--- src/rtl/gray_conv_arbiter_if.sv ---
// Request/result bundle for the shared binary<->Gray converter.
// master drives requests and out_ready; slave is the arbiter side.
interface gray_conv_arbiter_if #(
  parameter int WIDTH = 4,
  parameter int NREQ  = 4
);
  localparam int IDW = $clog2(NREQ);

  logic [NREQ-1:0]       req_valid;
  logic [NREQ*WIDTH-1:0] req_data;
  logic [NREQ-1:0]       req_mode;
  logic [NREQ-1:0]       req_ready;
  logic                  out_valid;
  logic [WIDTH-1:0]      out_data;
  logic [WIDTH-1:0]      out_src;
  logic                  out_mode;
  logic [IDW-1:0]        out_id;
  logic                  out_ready;

  modport master (
    output req_valid, req_data, req_mode, out_ready,
    input  req_ready, out_valid, out_data, out_src, out_mode, out_id
  );

  modport slave (
    input  req_valid, req_data, req_mode, out_ready,
    output req_ready, out_valid, out_data, out_src, out_mode, out_id
  );
endinterface

--- src/rtl/gray_conv_arbiter.sv ---
// Round-robin arbiter sharing one binary<->Gray converter among NREQ requesters.
// Result is registered and held until the consumer takes it.
module gray_conv_arbiter #(
  parameter int WIDTH = 4,
  parameter int NREQ  = 4
) (
  input logic                clk,
  input logic                rst,
  gray_conv_arbiter_if.slave bus
);
  localparam int IDW = $clog2(NREQ);

  // state | meaning
  // IDLE  | arbitrating; grant is combinational on req_ready
  // BUSY  | result held on out_*, waiting for out_ready
  typedef enum logic {IDLE, BUSY} state_t;

  state_t           r_state;
  state_t           w_state_nxt;
  logic [IDW-1:0]   r_ptr;
  logic             r_valid;
  logic [WIDTH-1:0] r_data;
  logic [WIDTH-1:0] r_src;
  logic             r_mode;
  logic [IDW-1:0]   r_id;

  logic             w_found;
  logic [IDW-1:0]   w_idx;
  logic [IDW-1:0]   w_gnt;
  logic [NREQ-1:0]  w_req_ready;
  logic [WIDTH-1:0] w_sel_data;
  logic             w_sel_mode;
  logic [WIDTH-1:0] w_conv;
  logic [WIDTH-1:0] w_data_arr [NREQ];

  for (genvar gi = 0; gi < NREQ; gi++) begin : g_slice
    assign w_data_arr[gi] = bus.req_data[gi*WIDTH +: WIDTH];
  end

  function automatic logic [WIDTH-1:0] to_gray(input logic [WIDTH-1:0] b);
    return b ^ (b >> 1);
  endfunction

  function automatic logic [WIDTH-1:0] to_bin(input logic [WIDTH-1:0] g);
    logic [WIDTH-1:0] b;
    b[WIDTH-1] = g[WIDTH-1];
    for (int i = WIDTH-2; i >= 0; i--) begin
      b[i] = b[i+1] ^ g[i];
    end
    return b;
  endfunction

  // Search starts at r_ptr so the last served requester ends up last in line.
  always_comb begin
    w_found    = 1'b0;
    w_idx      = '0;
    w_gnt      = '0;
    w_sel_data = '0;
    w_sel_mode = 1'b0;
    for (int k = 0; k < NREQ; k++) begin
      w_idx = IDW'((int'(r_ptr) + k) % NREQ);
      if (!w_found && bus.req_valid[w_idx]) begin
        w_found    = 1'b1;
        w_gnt      = w_idx;
        w_sel_data = w_data_arr[w_idx];
        w_sel_mode = bus.req_mode[w_idx];
      end
    end
    w_conv = w_sel_mode ? to_bin(w_sel_data) : to_gray(w_sel_data);
  end

  always_comb begin
    w_state_nxt = r_state;
    w_req_ready = '0;
    case (r_state)
      IDLE: begin
        if (w_found) begin
          w_req_ready[w_gnt] = 1'b1;
          w_state_nxt        = BUSY;
        end
      end
      BUSY: begin
        if (bus.out_ready) w_state_nxt = IDLE;
      end
      default: w_state_nxt = IDLE;
    endcase
  end

  always_ff @(posedge clk or posedge rst) begin
    if (rst) begin
      r_state <= IDLE;
      r_ptr   <= '0;
      r_valid <= 1'b0;
      r_data  <= '0;
      r_src   <= '0;
      r_mode  <= 1'b0;
      r_id    <= '0;
    end else begin
      r_state <= w_state_nxt;
      if (r_state == IDLE && w_found) begin
        r_valid <= 1'b1;
        r_data  <= w_conv;
        r_src   <= w_sel_data;
        r_mode  <= w_sel_mode;
        r_id    <= w_gnt;
      end else if (r_state == BUSY && bus.out_ready) begin
        r_valid <= 1'b0;
        r_ptr   <= (r_id == IDW'(NREQ-1)) ? '0 : r_id + 1'b1;
      end
    end
  end

  assign bus.req_ready = w_req_ready;
  assign bus.out_valid = r_valid;
  assign bus.out_data  = r_data;
  assign bus.out_src   = r_src;
  assign bus.out_mode  = r_mode;
  assign bus.out_id    = r_id;
endmodule
--- src/flat_wrapper.sv ---
// flat-port wrapper written by rule: the top's interface ports become plain ports
module gray_conv_arbiter_flat 
#(
  parameter int WIDTH = 4,
  parameter int NREQ  = 4
)
  (clk, rst, bus_req_valid, bus_req_data, bus_req_mode, bus_out_ready, bus_req_ready, bus_out_valid, bus_out_data, bus_out_src, bus_out_mode, bus_out_id);
  gray_conv_arbiter_if #(.WIDTH(WIDTH), .NREQ(NREQ)) bus_i ();
  input logic clk;
  input logic rst;
  input wire logic [$bits(bus_i.req_valid)-1:0] bus_req_valid;
  input wire logic [$bits(bus_i.req_data)-1:0] bus_req_data;
  input wire logic [$bits(bus_i.req_mode)-1:0] bus_req_mode;
  input wire logic [$bits(bus_i.out_ready)-1:0] bus_out_ready;
  output wire logic [$bits(bus_i.req_ready)-1:0] bus_req_ready;
  output wire logic [$bits(bus_i.out_valid)-1:0] bus_out_valid;
  output wire logic [$bits(bus_i.out_data)-1:0] bus_out_data;
  output wire logic [$bits(bus_i.out_src)-1:0] bus_out_src;
  output wire logic [$bits(bus_i.out_mode)-1:0] bus_out_mode;
  output wire logic [$bits(bus_i.out_id)-1:0] bus_out_id;
  assign bus_i.req_valid = bus_req_valid;
  assign bus_i.req_data = bus_req_data;
  assign bus_i.req_mode = bus_req_mode;
  assign bus_i.out_ready = bus_out_ready;
  assign bus_req_ready = bus_i.req_ready;
  assign bus_out_valid = bus_i.out_valid;
  assign bus_out_data = bus_i.out_data;
  assign bus_out_src = bus_i.out_src;
  assign bus_out_mode = bus_i.out_mode;
  assign bus_out_id = bus_i.out_id;
  gray_conv_arbiter #(.WIDTH(WIDTH), .NREQ(NREQ)) u_core (.clk(clk), .rst(rst), .bus(bus_i));
endmodule
--- config.mk ---
export PLATFORM = sky130hd
export DESIGN_NAME = gray_conv_arbiter_flat
export DESIGN_NICKNAME = d
export VERILOG_FILES = /design/src/rtl/gray_conv_arbiter_if.sv /design/src/rtl/gray_conv_arbiter.sv /design/src/flat_wrapper.sv
export SDC_FILE = /design/constraint.sdc
export NUM_CORES = 1
export LEC_CHECK = 0
export CORE_MARGIN = 2
export CORE_UTILIZATION = 41
export CTS_CLUSTER_SIZE = 12
export DETAILED_ROUTE_END_ITERATION = 16
export GPL_TIMING_DRIVEN = 1
export PLACE_DENSITY = 0.77
export SKIP_LAST_GASP = 1
export SYNTH_ARGS = -nofsm -noshare
export SYNTH_HDL_FRONTEND = slang
export SYNTH_SLANG_ARGS = --single-unit
--- constraint.sdc ---
create_clock -name clk -period 2.5 [get_ports clk]
set_clock_uncertainty 0.05 [all_clocks]
set_input_delay 0.625 -clock clk [delete_from_list [all_inputs] [get_ports clk]]
set_output_delay 0.625 -clock clk [all_outputs]
set_load 0.005 [all_outputs]
==> run_summary.xml <==
<?xml version="1.0" encoding="UTF-8"?>
<metrics>
  <group name="power">
    <metric name="power_report.internal_total" unit="uW">1560</metric>
    <metric name="leakagePower" unit="uW">0.00127</metric>
    <metric name="total_power" unit="uW">2670</metric>
    <metric name="peakVddDrop" unit="V">0.000572</metric>
    <metric name="power.share.clock" unit="%">8.4</metric>
    <metric name="seqPwrFrac" unit="%">15.1</metric>
    <metric name="combinationalPowerShare" unit="%">76.5</metric>
    <metric name="sw_frac_of_total" unit="%">41.6</metric>
    <metric name="power_switching" unit="uW">1110</metric>
    <metric name="cellPowerDensity" unit="nW/um^2">952</metric>
  </group>
  <group name="min_path">
    <metric name="hold_removal_path_class" unit="">flip-flop to flip-flop</metric>
    <metric name="holdCritStartpoint" unit="">u_core.bus.out_src[0]$_DFFE_PP0P_</metric>
    <metric name="min_delay_worst_endpoint" unit="">u_core.bus.out_src[0]$_DFFE_PP0P_</metric>
    <metric name="timing.hold.worst_path_depth" unit="">2</metric>
  </group>
  <group name="outcome">
    <metric name="status" unit="">complete, but fails checks</metric>
    <metric name="failed_checks" unit="">setup timing</metric>
  </group>
  <group name="yosys">
    <metric name="synthTopCellsByArea" unit="">sky130_fd_sc_hd__dfrtp_1 20%, sky130_fd_sc_hd__mux2i_1 6.4%, sky130_fd_sc_hd__nand2_1 4.8%, sky130_fd_sc_hd__o21ai_0 4.6%, sky130_fd_sc_hd__mux2_2 3.9%</metric>
    <metric name="syn_area_per_cell" unit="sq um">8.79</metric>
    <metric name="synthDominantCellAreaShare" unit="%">20.3</metric>
    <metric name="synth_area_leader_cell" unit="">sky130_fd_sc_hd__dfrtp_1</metric>
    <metric name="synth.yosys.seq_area_share" unit="%">20.3</metric>
    <metric name="syn_area" unit="sq um">1720</metric>
    <metric name="synth_enable_flop_cells" unit="">0</metric>
    <metric name="synth_cell_types" unit="">59</metric>
    <metric name="flops_latches_synth" unit="">14</metric>
    <metric name="synth_ff_type" unit="">sky130_fd_sc_hd__dfrtp_1</metric>
    <metric name="postSynthCellCount" unit="">196</metric>
    <metric name="async_flop_share" unit="%">100</metric>
    <metric name="synth_nets" unit="">224</metric>
    <metric name="ys.warnings.count" unit="">0</metric>
  </group>
  <group name="timing">
    <metric name="final_min_period_over_clock_period" unit="%">107</metric>
    <metric name="relSlewSlack" unit="%">63.4</metric>
    <metric name="postLayoutSetupSlackWorst" unit="ps">-170</metric>
    <metric name="fmaxAchievable" unit="GHz">0.375</metric>
    <metric name="rsz_0062_raised_after_global_routing" unit="">yes</metric>
    <metric name="final-max-slew-violation-count" unit="">0</metric>
    <metric name="worst_hold_slack" unit="ps">443</metric>
    <metric name="worst_pin_slew" unit="ps">548</metric>
    <metric name="tns" unit="ps">-409</metric>
    <metric name="period_needed" unit="ps">2670</metric>
    <metric name="final_hold_viol_count" unit="">0</metric>
    <metric name="setup-violations-final" unit="">4</metric>
  </group>
  <group name="global_routing">
    <metric name="antenna_found_initial" unit="">0</metric>
    <metric name="grt_overflow_total" unit="">0</metric>
    <metric name="grt_use_total" unit="%">23.3</metric>
    <metric name="grt_first_pass_wirelength" unit="mm">8.40</metric>
    <metric name="largest_net_degree_at_the_start_of_global_routing" unit="">18</metric>
    <metric name="vias_in_the_first_global_route" unit="">1857</metric>
  </group>
  <group name="critical_path">
    <metric name="timing.critical_path.max_delay_family" unit="">simple AND/OR/NAND/NOR gates</metric>
    <metric name="cp_num_buf_inv" unit="">4</metric>
    <metric name="cp_data_required_time" unit="ps">2640</metric>
    <metric name="critical_path_class" unit="">input pin to flip-flop</metric>
    <metric name="reg2reg_setup_slack" unit="ps">-120</metric>
    <metric name="worst_ep_arrival_time" unit="ps">2810</metric>
    <metric name="crit-reg2reg-capture" unit="">u_core.bus.out_data[1]$_DFFE_PP0P_</metric>
    <metric name="path_common_cell" unit="">sky130_fd_sc_hd__buf_6</metric>
    <metric name="setup.worst_path.end_class" unit="">flip-flop</metric>
    <metric name="critPathMaxFanout" unit="">6</metric>
    <metric name="worst_path_largest_cell_delay" unit="ps">370</metric>
    <metric name="reg2reg_from" unit="">u_core.r_ptr[0]$_DFFE_PP0P_</metric>
    <metric name="path_cells" unit="">buf_6 -&gt; buf_6 -&gt; buf_6 -&gt; and3b_1 -&gt; o211a_1 -&gt; a32o_2 -&gt; nor4_4 -&gt; buf_4 -&gt; nor2b_2 -&gt; xnor2_2 -&gt; or3_1 -&gt; nand3_1</metric>
    <metric name="start_kind" unit="">input pin</metric>
    <metric name="reg2reg_depth" unit="">9</metric>
    <metric name="crit_path_top_delay_cell" unit="">sky130_fd_sc_hd__or3_1</metric>
  </group>
  <group name="placed_design">
    <metric name="dpl.cell_count" unit="">316</metric>
    <metric name="hpwl" unit="mm">3.85</metric>
    <metric name="gp_congestion" unit="">0.905</metric>
    <metric name="io_buffer_count" unit="">42</metric>
  </group>
  <group name="floorplan">
    <metric name="core" unit="sq um">4030</metric>
    <metric name="std_cell_rows" unit="">23</metric>
    <metric name="initial_core_util" unit="%">42.8</metric>
    <metric name="fp.dieArea" unit="sq um">4740</metric>
    <metric name="design.portCount" unit="">43</metric>
    <metric name="die_height" unit="um">68.8</metric>
    <metric name="chipWidth" unit="um">68.8</metric>
  </group>
  <group name="route">
    <metric name="drt-total-wl" unit="mm">6.23</metric>
    <metric name="first_pass_iters" unit="">4</metric>
    <metric name="final_antenna_net_count" unit="">0</metric>
    <metric name="routed_wire_length_per_instance" unit="um">17.8</metric>
    <metric name="drt_iter0_markers" unit="">181</metric>
    <metric name="vias" unit="">2063</metric>
    <metric name="drc_errors" unit="">0</metric>
    <metric name="via_per_inst" unit="">5.89</metric>
  </group>
  <group name="clock_tree">
    <metric name="cts.root.buffer_cell" unit="">sky130_fd_sc_hd__clkbuf_8</metric>
    <metric name="clock_tree.htree_level_count" unit="">1</metric>
    <metric name="cts_tree" unit="">built</metric>
    <metric name="clock-sinks" unit="">14</metric>
    <metric name="cts-root-to-sink-buffers" unit="">2</metric>
    <metric name="clk_transition_reported_paths" unit="ps">60</metric>
    <metric name="clk_latency" unit="ps">250</metric>
    <metric name="numCtsBuffers" unit="">3</metric>
    <metric name="cts_hold_buffers" unit="">0</metric>
  </group>
  <group name="finish">
    <metric name="final_net_count" unit="">329</metric>
    <metric name="area_growth_from_synthesis_to_final_layout" unit="%">63.0</metric>
    <metric name="finish.cell_count_without_fillers" unit="">350</metric>
    <metric name="drive_gt1_share" unit="%">46.0</metric>
    <metric name="final_util" unit="%">69.7</metric>
    <metric name="antennaDiodeCount" unit="">0</metric>
    <metric name="layout_fillers" unit="">277</metric>
    <metric name="register_area" unit="sq um">352</metric>
    <metric name="multiInputGateArea" unit="sq um">1320</metric>
  </group>
  <group name="flow_run">
    <metric name="drv.max_cap_violation_count" unit="">0</metric>
  </group>
</metrics>
[flip-flops by register name (all words and copies together) (netlist names)]
signal	count
u_core.r_state	1
u_core.bus.out_valid	1
u_core.bus.out_data	3
u_core.bus.out_src	4
u_core.bus.out_mode	1
u_core.bus.out_id	2
u_core.r_ptr	2
[placed cells by master (no fill, tap or decap), types with 5 or more instances in the layout]
master,netlist,final
sky130_fd_sc_hd__a21oi_1,10,7
sky130_fd_sc_hd__buf_4,5,68
sky130_fd_sc_hd__buf_6,3,7
sky130_fd_sc_hd__clkdlybuf4s50_1,0,32
sky130_fd_sc_hd__dfrtp_1,14,13
sky130_fd_sc_hd__inv_1,6,5
sky130_fd_sc_hd__mux2_2,6,5
sky130_fd_sc_hd__mux2i_1,11,11
sky130_fd_sc_hd__nand2_1,22,21
sky130_fd_sc_hd__nand3_1,6,6
sky130_fd_sc_hd__nor2_1,10,8
sky130_fd_sc_hd__o21ai_0,16,12
[final cells by class]
cell class | instances | area share (%)
Sequential cell | 14 | 12.5
Multi-Input combinational cell | 160 | 46.9
Tap cell | 50 | 2.23
Inverter | 6 | 0.802
Timing Repair Buffer | 116 | 35.6
Clock buffer | 4 | 1.96
[what timing repair did]
item                                    CTS  global route
resized for setup                        56            31
endpoints found under the setup margin   11             6
setup buffers                             6            23
pin swaps                                 9            12
cloned                                    1             0
[metrics by stage]
step,worst slack [ps],instance area (sq um)
after floorplan,34.7,1730
after global placement,-739,2390
after detailed placement,-789,2390
after CTS,1.46,2560
after global routing,-202,2810
final,-170,2810
[synthesized netlist by cell type, types with 5 or more instances]
cell type                 number
sky130_fd_sc_hd__nand2_1      22
sky130_fd_sc_hd__dfrtp_1      14
sky130_fd_sc_hd__a21oi_1      10
sky130_fd_sc_hd__inv_1         6
sky130_fd_sc_hd__o21ai_0      16
sky130_fd_sc_hd__mux2_2        6
sky130_fd_sc_hd__nor2_1       10
sky130_fd_sc_hd__mux2i_1      11
sky130_fd_sc_hd__nand3_1       6
sky130_fd_sc_hd__buf_4         5
sky130_fd_sc_hd__nor3b_1       5
[tightest hold or removal path: cells and delay by family (launching register included)]
kind               cells  cell delay (ps)
DFF                    1              340
AOI/OAI and AO/OA      1               60
and+or+nand+nor        1               50
[how the worst max path moves through the flow]
stage                           startpoint                                  to  slack, ps  cells past startpoint
after CTS                  bus_req_data[3]  u_core.bus.out_data[0]$_DFFE_PP0P_          1                     10
after global routing      bus_req_valid[0]  u_core.bus.out_data[1]$_DFFE_PP0P_       -200                     12
final                     bus_req_valid[0]  u_core.bus.out_data[1]$_DFFE_PP0P_       -170                     12
after global placement    bus_req_valid[2]                    bus_req_ready[1]       -740                      7
after floorplan           bus_req_valid[1]                    bus_req_ready[1]         30                      7
after detailed placement  bus_req_valid[0]                    bus_req_ready[1]       -790                      7
[power groups by stage]
| stage | clock (uW) | sequential, uW | combinational, uW |
|---|---|---|---|
| floorplan | 0 | 390 | 1080 |
| global placement | 0 | 397 | 1630 |
| detailed placement | 0 | 400 | 1660 |
| CTS | 227 | 404 | 1790 |
| global route | 240 | 412 | 2180 |
| finish | 225 | 403 | 2050 |
[layer usage]
layer	vias to the layer above	routed length (um)	global-route usage, %
met1	993	2580	29.0
met3	21	395	2.92
met2	96	3090	41.1
li1	953	-	-
met4	0	168	8.58
met5	-	0	0
[kinds of logic (layout without fill, tap and decap cells)]
kind of cell | after synthesis | in the layout | synth area share (%)
and+or+nand+nor | 76 | 76 | 26.2
AOI/OAI and AO/OA | 60 | 60 | 26.4
buffers and inverters | 22 | 126 | 10.6
muxes | 20 | 20 | 14.2
DFF | 14 | 14 | 20.3
xor gates and xnor gates | 3 | 3 | 1.53
adders and majority gates | 1 | 1 | 0.726
(Power assumes the default switching activity.)
